## src/rtl/serial_subtractor4b.sv

```systemverilog
`default_nettype none
// ============================================================================
//  Module   : serial_subtractor4b
//  Purpose  : 4-bit subtractor built from one time-shared full-subtractor
//             cell. Bits are processed LSB first over four SHIFT cycles. The
//             registered result (DIFF, BORROW_OUT) loads on the last bit and
//             DONE pulses for one cycle afterwards.
//  Options  : define SERIAL_SUB_OVERFLOW_EN to add the OVERFLOW port and its
//             signed-overflow flag register.
//  Revision : 1.0 - initial release
// ============================================================================
module serial_subtractor4b (
  input  logic       CLK,
  input  logic       RST,
  input  logic       START,
  input  logic [3:0] X,
  input  logic [3:0] Y,
  input  logic       BORROW_IN,
  output logic [3:0] DIFF,
  output logic       BORROW_OUT,
  output logic       BUSY,
  output logic       DONE
`ifdef SERIAL_SUB_OVERFLOW_EN
  ,
  output logic       OVERFLOW
`endif
);

  typedef enum logic [1:0] {
    IDLE  = 2'd0,
    SHIFT = 2'd1,
    FIN   = 2'd2
  } state_t;

  state_t     state;
  logic [3:0] x_reg;        // minuend captured at the accepting edge
  logic [3:0] y_reg;        // subtrahend captured at the accepting edge
  logic       borrow;       // running borrow into the bit being processed
  logic [1:0] bit_cnt;      // index of the bit being processed
  logic [2:0] diff_sh;      // completed low difference bits, newest at MSB

  logic       x_bit;
  logic       y_bit;
  logic       d_bit;
  logic       b_next;

  // Full-subtractor cell applied to the bit selected by the counter
  always_comb begin
    x_bit  = x_reg[bit_cnt];
    y_bit  = y_reg[bit_cnt];
    d_bit  = x_bit ^ y_bit ^ borrow;
    b_next = (~x_bit & y_bit) | (~(x_bit ^ y_bit) & borrow);
  end

  // Control FSM, operand capture, bit-serial datapath and registered outputs
  always_ff @(posedge CLK) begin
    if (RST) begin
      state      <= IDLE;
      bit_cnt    <= 2'd0;
      DIFF       <= 4'd0;
      BORROW_OUT <= 1'b0;
      BUSY       <= 1'b0;
      DONE       <= 1'b0;
`ifdef SERIAL_SUB_OVERFLOW_EN
      OVERFLOW   <= 1'b0;
`endif
    end else begin
      unique case (state)
        // FIN behaves like IDLE for acceptance so back-to-back runs lose no cycle
        IDLE, FIN: begin
          DONE <= 1'b0;
          if (START) begin
            x_reg   <= X;
            y_reg   <= Y;
            borrow  <= BORROW_IN;
            bit_cnt <= 2'd0;
            BUSY    <= 1'b1;
            state   <= SHIFT;
          end else begin
            BUSY  <= 1'b0;
            state <= IDLE;
          end
        end

        // START is deliberately not looked at here; operands stay frozen
        SHIFT: begin
          borrow  <= b_next;
          bit_cnt <= bit_cnt + 2'd1;   // wraps 3 -> 0 on the final bit
          diff_sh <= {d_bit, diff_sh[2:1]};
          if (bit_cnt == 2'd3) begin
            DIFF       <= {d_bit, diff_sh};
            BORROW_OUT <= b_next;
`ifdef SERIAL_SUB_OVERFLOW_EN
            // signed overflow: borrow into the sign bit differs from borrow out
            OVERFLOW   <= borrow ^ b_next;
`endif
            BUSY       <= 1'b0;
            DONE       <= 1'b1;
            state      <= FIN;
          end
        end

        default: begin
          BUSY  <= 1'b0;
          DONE  <= 1'b0;
          state <= IDLE;
        end
      endcase
    end
  end

endmodule
`default_nettype wire

```

## config.mk

```make
export PLATFORM = sky130hd
export DESIGN_NAME = serial_subtractor4b
export DESIGN_NICKNAME = d
export VERILOG_FILES = /design/src/rtl/serial_subtractor4b.sv
export SDC_FILE = /design/constraint.sdc
export NUM_CORES = 1
export LEC_CHECK = 0
export CAP_MARGIN = 0
export CORE_MARGIN = 10
export CORE_UTILIZATION = 48
export CTS_CLUSTER_SIZE = 40
export DETAILED_ROUTE_END_ITERATION = 16
export GPL_ROUTABILITY_DRIVEN = 0
export PLACE_DENSITY = 0.78
export SLEW_MARGIN = 10
export SYNTH_ARGS = -nofsm -noshare
export SYNTH_HDL_FRONTEND = slang
export SYNTH_SLANG_ARGS = --single-unit
```

## constraint.sdc

```tcl
create_clock -name CLK -period 2.4 [get_ports CLK]
set_clock_uncertainty 0.15 [all_clocks]
set_input_delay 0.72 -clock CLK [delete_from_list [all_inputs] [get_ports CLK]]
set_output_delay 0.72 -clock CLK [all_outputs]
set_load 0.005 [all_outputs]
```

==> flow_metrics.py <==
metrics = {
    "route": {
        "dr.pass1.iters": 4,
        "drt_iter0_drc": 8,
        "dr_wl_met3_um": 86,
        "post_drt_wl_per_cell_um": 14.3,
        "dr_total_vias": 580,
        "route.met2.wl_um": 819,
        "drt-met1-wl_um": 692,
        "postRouteAntennaNets": 0,
        "topRoutingLayerUsed": "met4",
        "wirelength_mm": 1.61,
        "via_per_inst": 5.18,
        "drcViolationCount": 0,
    },
    "logic_synthesis": {
        "synth.distinct_cells": 25,
        "synth-main-ff-cell": "edfxtp_1",
        "synth_area_leaders": "edfxtp_1 39%, dfxtp_1 24%, nand2b_1 6.8%",
        "yosysWarnings": 0,
        "ys_async_sr_fraction_pct": 0,
        "syn_nets": 79,
        "synth-seq-cells": 23,
        "synth.yosys.seq_area_share_pct": 62.8,
        "synth_top_area_cell": "edfxtp_1",
        "synth_top_area_share_pct": 39.0,
        "syn_avg_cell_area_um2": 14.2,
        "syn_area_um2": 925,
        "synthCells": 65,
        "synth_edf_count": 12,
    },
    "sta": {
        "rsz0062_at_grt": "no",
        "max_slew.worst_pin.slew_ps": 364,
        "setup_tns_ps": 0,
        "worst_slack_ps": 273,
        "hold-worst-slack_ps": 336,
        "setup_violations": 0,
        "finalMaxSlewViolations": 0,
        "final_hold_viol_count": 0,
        "post-route-min-period_ps": 2130,
        "maxSlewHeadroom_pct": 75.7,
        "max_freq_mhz": 470,
        "fin_crit_sh_pct": 88.6,
    },
    "setup_path": {
        "crit-reg2reg-launch": "bit_cnt[0]",
        "worstSetupPathType": "flop to flop",
        "worstPathRequired_ps": 2310,
        "crit_path_start": "bit_cnt[0]",
        "start_kind": "flop",
        "arrival_ps": 2040,
        "critPathMaxFanout": 5,
        "endpoint_kind": "flop",
    },
    "global_routing": {
        "gr-usage-all-layers_pct": 8.23,
        "gr-total-overflow": 0,
        "grt_pass1_wl_mm": 2.80,
        "antenna_found_initial": 0,
        "grt_pass1_vias": 617,
        "grt_max_degree": 14,
    },
    "clock_network": {
        "cts_buffers": 3,
        "clock_sinks": 23,
        "cts_hold_buf": 0,
        "root_buffer": "clkbuf_4",
        "insertion_delay_ps": 300,
        "cts_tree": "yes",
        "cts_resized": 0,
        "htree_levels": 1,
        "post_cts_buffers": 0,
        "path_clk_slew_ps": 120,
        "cts_buffer_depth": 2,
    },
    "cells_and_area": {
        "mostFrequentLayoutCells": "18 x clkdlybuf4s50_1, 12 x edfxtp_1, 11 x dfxtp_1",
        "fillers": 130,
        "multi_input_area_um2": 323,
        "fin_util_pct": 65.5,
        "drive_above_1_share_pct": 10.3,
        "layout_commonest_cell": "clkdlybuf4s50_1",
        "syn2layout_area_growth_pct": 26.4,
        "diodes": 0,
        "layout.area.seq_um2": 581,
        "fin_nets": 102,
    },
    "hold_path": {
        "hold_class": "flop to flop",
        "hold_path_startpoint": "diff_sh[1]",
    },
    "die": {
        "dieArea_mm2": 0.00408,
        "die_w_um": 63.9,
        "dieHeight_um": 63.9,
        "rows": 15,
        "floorplan.initialDensity_pct": 51.9,
        "io_pins": 19,
        "core_area_mm2": 0.00178,
    },
    "placed_design": {
        "dp_hpwl_mm": 1.26,
        "portBuffers": 18,
        "dp_slack_ps": 267,
    },
    "power": {
        "leakage_nw": 0.427,
        "peakVddDrop_mv": 0.387,
        "power_density_mw_per_mm2": 584,
    },
    "status": {
        "status": "complete, no violations",
    },
    "run": {
        "drv_cap": 0,
    },
}
cells by family after synthesis:
| family | synth area share, % |
|---|---|
| flops | 62.8 |
| xor+xnor | 0.947 |
| buf+inv | 2.30 |
| fa+ha+maj | 3.52 |
| simple gates | 15.3 |
| mux | 10.4 |
| compound gates | 4.74 |
worst paths after layout:
path / to / slack [ps] / cells after the start
worst max-delay path: borrow / 270 / 3
worst min-delay path: diff_sh[0] / 340 / 0
worst max register to register: borrow / 270 / 3
worst min register to register: diff_sh[0] / 340 / 0
power breakdown:
| group | switching (mW) | internal, mW |
|---|---|---|
| sequential | 0.0103 | 0.431 |
| clock | 0.111 | 0.0620 |
| combinational | 0.0271 | 0.0412 |
| total | 0.148 | 0.534 |
metal layers:
layer,up-vias,GRT usage [%]
li1,280,-
met1,282,9.47
met2,16,13.7
met3,2,2.79
met4,0,3.28
met5,-,0
cells in the mapped netlist, types with 2 or more instances:
| master | n |
|---|---|
| mux2i_1 | 4 |
| buf_2 | 2 |
| inv_1 | 2 |
| nand2b_1 | 10 |
| dfxtp_1 | 11 |
| mux4_2 | 2 |
| nor2_1 | 3 |
| a21oi_1 | 3 |
| edfxtp_1 | 12 |
per-stage QoR:
step,cells,power (mW),area [um^2]
global placement,108,0.515,1140
global route,112,0.713,1170
CTS,112,0.687,1170
floorplan,65,0.483,925
finish,112,0.682,1170
detailed placement,108,0.519,1140
critical path: stages, from the launching register on:
cell,delay (ps)
dfxtp_1,490
mux4_2,560
fa_1,400
mux2_1,290
layout make-up:
class | instances | share of cell area, %
Sequential cell | 23 | 49.7
Multi-Input combinational cell | 37 | 27.6
Timing Repair Buffer | 20 | 16.7
Tap cell | 25 | 2.68
Clock buffer | 3 | 1.93
Inverter | 3 | 0.964
Clock inverter | 1 | 0.428
(Power assumes the default switching activity.)
